## src/rtl/hpf_z_packer.sv

```systemverilog
// hpf_z_packer
//   Packs the 8-bit output samples of the high-pass filter into 32-bit words.
//   Four samples make one word, and lane0 (bits 7:0) holds the oldest sample.
//   A flush pulse emits a partially filled word early; its unused lanes are zero.
//   Packed words go into a show-ahead FIFO that the result-memory writer drains.
// Ports:
//   clk, reset       rising-edge clock; asynchronous active-high reset
//   z_valid, z       one-cycle sample strobe and sample byte
//   flush            one-cycle request to emit the partial word
//   w_valid/w_ready  handshake for the head word; pop on valid && ready
//   w_data, w_bytes  head word and its valid lane count; both zero when empty
//   level            FIFO occupancy, 0..DEPTH
//   overflow         sticky; a push was dropped because the FIFO was full
//   sample_cnt       accepted z_valid pulses, wraps at 16 bits
module hpf_z_packer #(
  parameter int DEPTH  = 4,
  parameter int ADDR_W = 2
) (
  input  logic              clk,
  input  logic              reset,
  input  logic              z_valid,
  input  logic [7:0]        z,
  input  logic              flush,
  output logic              w_valid,
  input  logic              w_ready,
  output logic [31:0]       w_data,
  output logic [2:0]        w_bytes,
  output logic [ADDR_W:0]   level,
  output logic              overflow,
  output logic [15:0]       sample_cnt
);

  typedef enum logic [1:0] {LANE0, LANE1, LANE2, LANE3} lane_e;

  localparam logic [ADDR_W:0] FULL_LVL = (ADDR_W+1)'(DEPTH);

  lane_e             state_q, state_d;
  logic [31:0]       pack_q, pack_d;
  logic [15:0]       cnt_q, cnt_d;
  logic              overflow_q, overflow_d;
  logic [ADDR_W:0]   level_q, level_d;
  logic [ADDR_W-1:0] wr_ptr_q, wr_ptr_d;
  logic [ADDR_W-1:0] rd_ptr_q, rd_ptr_d;
  logic [31:0]       mem_q   [DEPTH];
  logic [2:0]        bytes_q [DEPTH];

  logic [31:0] pack_new;
  logic        push;
  logic [31:0] push_data;
  logic [2:0]  push_bytes;
  logic        full, empty, pop, wr_en;

  // Packer FSM: the state is the lane index that the next sample goes into.
  always_comb begin
    state_d    = state_q;
    pack_d     = pack_q;
    cnt_d      = cnt_q;
    push       = 1'b0;
    push_data  = '0;
    push_bytes = '0;
    pack_new   = pack_q;
    case (state_q)
      LANE0:   pack_new[7:0]   = z;
      LANE1:   pack_new[15:8]  = z;
      LANE2:   pack_new[23:16] = z;
      default: pack_new[31:24] = z;
    endcase

    if (z_valid) begin
      cnt_d = cnt_q + 16'd1;
      // A flush together with a sample includes that sample, and only one push happens.
      if (state_q == LANE3 || flush) begin
        push       = 1'b1;
        push_data  = pack_new;
        push_bytes = {1'b0, state_q} + 3'd1;
        pack_d     = '0;
        state_d    = LANE0;
      end else begin
        pack_d = pack_new;
        case (state_q)
          LANE0:   state_d = LANE1;
          LANE1:   state_d = LANE2;
          default: state_d = LANE3;
        endcase
      end
    end else if (flush && state_q != LANE0) begin
      push       = 1'b1;
      push_data  = pack_q;
      push_bytes = {1'b0, state_q};
      pack_d     = '0;
      state_d    = LANE0;
    end
  end

  // FIFO control. When the FIFO is full, a push is still accepted if a pop
  // happens in the same cycle: the write reuses the slot that is being read out.
  always_comb begin
    full       = (level_q == FULL_LVL);
    empty      = (level_q == '0);
    pop        = !empty && w_ready;
    wr_en      = push && (!full || pop);
    overflow_d = overflow_q | (push && full && !pop);
    wr_ptr_d   = wr_en ? wr_ptr_q + ADDR_W'(1) : wr_ptr_q;
    rd_ptr_d   = pop   ? rd_ptr_q + ADDR_W'(1) : rd_ptr_q;
    level_d    = level_q;
    if (wr_en && !pop)
      level_d = level_q + (ADDR_W+1)'(1);
    else if (!wr_en && pop)
      level_d = level_q - (ADDR_W+1)'(1);
  end

  always_ff @(posedge clk or posedge reset) begin
    if (reset) begin
      state_q    <= LANE0;
      pack_q     <= '0;
      cnt_q      <= '0;
      overflow_q <= 1'b0;
      level_q    <= '0;
      wr_ptr_q   <= '0;
      rd_ptr_q   <= '0;
      for (int unsigned i = 0; i < DEPTH; i++) begin
        mem_q[i]   <= '0;
        bytes_q[i] <= '0;
      end
    end else begin
      state_q    <= state_d;
      pack_q     <= pack_d;
      cnt_q      <= cnt_d;
      overflow_q <= overflow_d;
      level_q    <= level_d;
      wr_ptr_q   <= wr_ptr_d;
      rd_ptr_q   <= rd_ptr_d;
      if (wr_en) begin
        mem_q[wr_ptr_q]   <= push_data;
        bytes_q[wr_ptr_q] <= push_bytes;
      end
    end
  end

  always_comb begin
    w_valid    = !empty;
    w_data     = empty ? '0 : mem_q[rd_ptr_q];
    w_bytes    = empty ? '0 : bytes_q[rd_ptr_q];
    level      = level_q;
    overflow   = overflow_q;
    sample_cnt = cnt_q;
  end

endmodule

```

## config.mk

```make
export PLATFORM = sky130hd
export DESIGN_NAME = hpf_z_packer
export DESIGN_NICKNAME = d
export VERILOG_FILES = /design/src/rtl/hpf_z_packer.sv
export SDC_FILE = /design/constraint.sdc
export NUM_CORES = 1
export LEC_CHECK = 0
export CAP_MARGIN = 30
export CORE_ASPECT_RATIO = 0.5
export CORE_MARGIN = 10
export CORE_UTILIZATION = 35
export DETAILED_ROUTE_END_ITERATION = 10
export GPL_TIMING_DRIVEN = 0
export PLACE_DENSITY = 0.55
export SYNTH_ARGS = -nofsm -noshare
export SYNTH_HDL_FRONTEND = slang
export SYNTH_SLANG_ARGS = --single-unit
```

## constraint.sdc

```tcl
create_clock -name clk -period 7.54 [get_ports clk]
set_input_delay 1.508 -clock clk [delete_from_list [all_inputs] [get_ports clk]]
set_output_delay 1.508 -clock clk [all_outputs]
set_load 0.005 [all_outputs]
```

==> impl_metrics.json, run 1 <==
{
  "setup_viol": 0,
  "ioPinCount": 69,
  "crit_path_start_kind": "flop",
  "path_clk_slew_ns": 0.07,
  "tightest_slew_ns": 0.7822,
  "drc": 0,
  "start_util": 0.3537,
  "hpwlAfterDp_um": 17640,
  "layout.nets": 955,
  "r2r_slack_ns": 4.65,
  "cap_violations": 0,
  "ir_drop_mv": 0.1280,
  "dr_total_vias": 6728,
  "clockRootBuffer": "clkbuf_16",
  "worst-endpoint-required_ns": 6.03,
  "syn_nets": 876,
  "antenna_found_initial": 0,
  "maxSlewHeadroom": 0.4785,
  "viasPerCell": 5.203,
  "p_leak_uw": 0.004681,
  "grt_usage": 0.1536,
  "hold_violations": 0,
  "met3_usage": 0.04374,
  "crit_path_end_kind": "output pin",
  "fin_crit_ns": 4.198,
  "num_antenna_cells": 0,
  "clock-sinks": 198,
  "max_freq_mhz": 238.2,
  "gr-total-overflow": 0,
  "area_growth_pct": 17.80,
  "synth_top_area_frac": 0.5331,
  "yosysTopAreaCell": "dfrtp_1",
  "clock_latency_ns": 0.44,
  "fin_worst_skew_ns": 0.007622,
  "grt_pass1_vias": 6796,
  "finalPower_uw": 3612,
  "cts.path.max_buffers": 2,
  "grt_util_met2": 0.2367,
  "holdCritPathClass": "reg -> reg",
  "hold_ws_ns": 0.4709,
  "synthFlopType": "dfrtp_1",
  "synth-edff-count": 0,
  "layout-drive-gt1-share": 0.1318,
  "cellPowerDensity_nw_per_um2": 329.9,
  "firstDrtPassIters": 5,
  "dieArea_sq_um": 33870,
  "synthArstFlopShare": 1.000,
  "ant_nets": 0,
  "yosysUniqueCellTypes": 44,
  "post_cts_buffers": 0,
  "synthCells": 850,
  "placed_area_sq_um": 10360,
  "grt_most_used_layer": "met2",
  "h-tree-depth": 4,
  "use_met1": 0.2130,
  "grt_first_pass_wirelength_um": 40480,
  "cts_resized": 0,
  "core_sq_um": 26280,
  "worstPathArrival_ns": 2.69,
  "status": "finished, final reports clean",
  "wl_per_cell_um": 19.69,
  "fin_ws_ns": 3.342,
  "synth.yosys.seq_area_share": 0.5331,
  "syn_area_sq_um": 9294,
  "place_congestion": 0.8389,
  "stdcell_area_sq_um": 10950,
  "io_buffers": 59,
  "drt-total-wl_um": 25450,
  "synth_area_leaders": "dfrtp_1 (53%), mux4_2 (8.5%), o21ai_0 (7.3%)",
  "placementRows": 42,
  "ctsHoldBuffers": 0,
  "rsz0062_at_grt": "no",
  "crit_path_max_fanout": 10,
  "synth_warnings": 0,
  "critical_path_class": "reg -> out",
  "slew_viol_final": 0,
  "drt_iter0_markers": 510,
  "ys_ff_latch": 198,
  "place_ws_ns": 3.574,
  "dieHeight_um": 135.2,
  "cts_buffers": 17,
  "fin_crit_sh": 0.5568,
  "avgSynthCellArea_sq_um": 10.93,
  "cts_tree": "built",
  "grt_max_degree": 109,
  "die_x_um": 250.5
}
[metrics by stage]
stage                     setup TNS, ns  instances  utilization
after floorplan                       0        850            -
after detailed placement              0       1262       0.3943
after global routing                  0       1293       0.4167
after CTS                             0       1293       0.4167
after global placement          -371.54       1261       0.3930
final                                 0       1293       0.4167
[cell usage after synthesis (all sizes together) (7+ instances only)]
library cell,n
dfrtp,198
nand2,163
o21ai,145
buf,49
and2,35
mux4,35
a22o,32
nor2,31
a21oi,26
mux2i,24
clkbuf,18
xnor2,13
ha,12
xor2,8
a22oi,7
and3,7
inv,7
o22ai,7
[final timing paths]
check                            start          to  cells after the start
setup / recovery           rd_ptr_q[1]  w_data[25]                      5
hold / removal                overflow    overflow                      1
setup reg to reg            state_q[0]    level[2]                     12
hold reg to reg               overflow    overflow                      1
max in group asynchronous        reset   mem_q[10]                      3
min in group asynchronous        reset    overflow                      2
[cell type report]
class,instances,area [sq um]
buffer,67,404.1
multi-input combinational,578,3909
sequential,198,4955
timing repair buffer,60,618.1
clock inverter,12,155.1
clock buffer,19,432.9
fill,2506,15330
tap,352,440.4
inverter,7,33.78
[metal layers]
metal | share of wire | vias up
li1 | - | 3115
met1 | 0.47 | 3432
met2 | 0.46 | 167
met3 | 0.060 | 14
met4 | 0.0087 | 0
met5 | 0 | -
[placed cells by master (no fill, tap or decap), types with 3 or more instances in the layout]
| cell | count |
|---|---|
| clkbuf_2 | 6 |
| nand2_1 | 163 |
| mux4_2 | 35 |
| clkbuf_1 | 14 |
| clkdlybuf4s50_1 | 59 |
| o21ai_1 | 9 |
| dfrtp_1 | 198 |
| inv_1 | 6 |
| a21oi_1 | 26 |
| and3_1 | 6 |
| o21ai_0 | 135 |
| o211ai_4 | 4 |
| bufinv_16 | 3 |
| a22oi_1 | 7 |
| nand3_1 | 6 |
| xor2_1 | 8 |
| nor2_1 | 31 |
| o22ai_1 | 7 |
| clkinv_2 | 4 |
| clkbuf_16 | 17 |
| and2_1 | 35 |
| clkinv_4 | 3 |
| buf_1 | 10 |
| buf_4 | 16 |
| mux2i_1 | 24 |
| xnor2_1 | 13 |
| buf_2 | 14 |
| ha_1 | 12 |
| a22o_1 | 32 |
| buf_6 | 9 |
[cells by family (layout without fill, tap and decap cells)]
logic type	Yosys count	count (layout)	share of synthesized area
fa+ha+maj	13	13	0.01831
buf+inv	74	165	0.04631
compound gates	227	227	0.1473
xor+xnor	21	21	0.01979
mux	62	62	0.1147
simple gates	255	255	0.1205
flops	198	198	0.5331
[worst max-delay path, cell delays in order (launching register included)]
cell and delay, ns:
dfrtp_1 0.33, buf_2 0.25, buf_1 0.62, mux4_2 0.43, and2_1 0.17, clkdlybuf4s50_1 0.44
[state kept, by name, indices dropped and copies added (netlist names)]
signal      cells
pack_q         32
mem_q         128
overflow        1
wr_ptr_q        2
rd_ptr_q        2
bytes_q        12
state_q         2
sample_cnt     16
level           3
[report_power, final]
group / switching, uW / total [uW] / internal [uW]
Sequential: 156 / 1470 / 1310
Clock: 412 / 934 / 521
Combinational: 630 / 1210 / 579
Power figures use the tool's default switching activity.
==> inputs of run 2 (changes only) <==
--- a/config.mk
+++ b/config.mk
@@ -11,7 +11,7 @@
 export CORE_UTILIZATION = 35
 export DETAILED_ROUTE_END_ITERATION = 10
 export GPL_TIMING_DRIVEN = 0
-export PLACE_DENSITY = 0.55
+export PLACE_DENSITY = 0.57
 export SYNTH_ARGS = -nofsm -noshare
 export SYNTH_HDL_FRONTEND = slang
 export SYNTH_SLANG_ARGS = --single-unit
==> constraint.sdc (replaced) <==
create_clock -name clk -period 3.7 [get_ports clk]
set_input_delay 0.74 -clock clk [delete_from_list [all_inputs] [get_ports clk]]
set_output_delay 0.74 -clock clk [all_outputs]
set_load 0.005 [all_outputs]
==> impl_metrics.json, run 2 (synthesis gave the netlist of run 1 again) <==
{
  "grt_pass1_vias": 6876,
  "clock-sinks": 198,
  "grt_max_degree": 45,
  "dieHeight_um": 135.2,
  "place_congestion": 0.8287,
  "slowest_delay_ns": 0.59,
  "fin_crit_ns": 3.399,
  "clock_latency_ns": 0.44,
  "hpwlAfterDp_um": 18210,
  "h-tree-depth": 4,
  "grt_usage": 0.1526,
  "crit_path_end_kind": "output pin",
  "top_register": "mem_q",
  "drt_iter0_markers": 642,
  "drc": 0,
  "dieArea_sq_um": 33870,
  "stdcell_area_sq_um": 11030,
  "gr-total-overflow": 0,
  "utilization": 0.4200,
  "wl_per_cell_um": 19.71,
  "grt_first_pass_wirelength_um": 40780,
  "fin_worst_skew_ns": 0.01131,
  "clockRootBuffer": "clkbuf_16",
  "antenna_found_initial": 0,
  "drt-total-wl_um": 25570,
  "tns_ns": 0,
  "cts.path.max_buffers": 2,
  "slew_viol_final": 0,
  "start_util": 0.3537,
  "crit_path_cell_trace": "buf_2 > buf_1 > mux4_2 > and2_1 > clkdlybuf4s50_1",
  "io_buffers": 59,
  "p_leak_uw": 0.004721,
  "cts_tree": "built",
  "layout-drive-gt1-share": 0.1365,
  "layout.nets": 959,
  "mostFrequentLayoutCell": "dfrtp_1",
  "mostFrequentLayoutCells": "dfrtp_1 (198), nand2_1 (163), o21ai_0 (135)",
  "maxSlewHeadroom": 0.4737,
  "hold_violations": 0,
  "ir_drop_mv": 0.3709,
  "post_cts_buffers": 0,
  "path_clk_slew_ns": 0.07,
  "tightest_slew_ns": 0.7878,
  "cap_violations": 0,
  "critical_path_class": "reg -> out",
  "core_sq_um": 26280,
  "worst-endpoint-required_ns": 2.96,
  "wl_met2_um": 11850,
  "holdCritPathClass": "reg -> reg",
  "crit_family": "buffers and inverters",
  "worstPathArrival_ns": 2.66,
  "finalPower_uw": 7401,
  "highest_layer": "met4",
  "firstDrtPassIters": 5,
  "num_antenna_cells": 0,
  "dr_total_vias": 6903,
  "instances_no_fill": 1297,
  "max_freq_mhz": 294.2,
  "crit_path_start_kind": "flop",
  "placementRows": 42,
  "dp_cells": 1266,
  "viasPerCell": 5.322,
  "setup_viol": 0,
  "die_x_um": 250.5,
  "area_growth_pct": 18.73,
  "crit_path_max_fanout": 10,
  "ctsHoldBuffers": 0,
  "cellPowerDensity_nw_per_um2": 670.7,
  "route.met3.wl_um": 1460,
  "fin_crit_sh": 0.9187,
  "drt-met1-wl_um": 11990,
  "placed_area_sq_um": 10430,
  "ant_nets": 0,
  "ioPinCount": 69,
  "cts_resized": 0,
  "status": "finished, final reports clean",
  "worst-path-buf-inv": 3,
  "cp_slowest_cell": "buf_1",
  "largest_reg_flops": 128,
  "cts_buffers": 17,
  "rsz0062_at_grt": "no"
}
[run 2: path summary, 6_finish.rpt]
kind	start	endpoint	slack [ns]	depth (start not counted)
max	rd_ptr_q[1]	w_data[24]	0.30	5
min	sample_cnt[15]	sample_cnt[15]	0.47	1
max reg2reg	state_q[0]	level[2]	0.88	12
min reg2reg	sample_cnt[15]	sample_cnt[15]	0.47	1
max in group asynchronous	reset	pack_q[3]	1.79	5
min in group asynchronous	reset	level[0]	0.79	2
[run 2: final cells by class]
| class | instances | area [sq um] |
|---|---|---|
| fill | 2527 | 15240 |
| sequential | 198 | 4955 |
| multi-input combinational | 578 | 3909 |
| timing repair buffer | 64 | 690.7 |
| clock buffer | 20 | 456.7 |
| tap | 352 | 440.4 |
| buffer | 67 | 404.1 |
| clock inverter | 11 | 148.9 |
| inverter | 7 | 30.03 |
[run 2: per-stage QoR]
step           hold slack [ns]  setup WS [ns]
2_1_floorplan           0.4442         0.3996
4_1_cts                 0.4814         0.2467
5_1_grt                 0.4925         0.1155
3_5_place_dp            0.4644         0.5159
6_report                0.4723         0.3010
3_3_place_gp            0.4554         -1.090
[run 2: power breakdown]
group | switching (uW) | total (uW) | internal, uW
Clock | 820 | 1920 | 1100
Combinational | 1290 | 2470 | 1190
Sequential | 330 | 3010 | 2680
[run 2: layer usage]
layer / up-vias / GRT usage
met5: - / 0
met4: 0 / 0.03760
met3: 20 / 0.03323
met2: 179 / 0.2408
met1: 3567 / 0.2100
li1: 3137 / -
==> inputs of run 3 (changes only) <==
--- a/config.mk
+++ b/config.mk
@@ -5,6 +5,7 @@
 export SDC_FILE = /design/constraint.sdc
 export NUM_CORES = 1
 export LEC_CHECK = 0
+export ABC_CLOCK_PERIOD_IN_PS = 3700
 export CAP_MARGIN = 30
 export CORE_ASPECT_RATIO = 0.5
 export CORE_MARGIN = 10
==> results of run 3 <==
Final layout, timing and power as in run 2 (identical DEF).
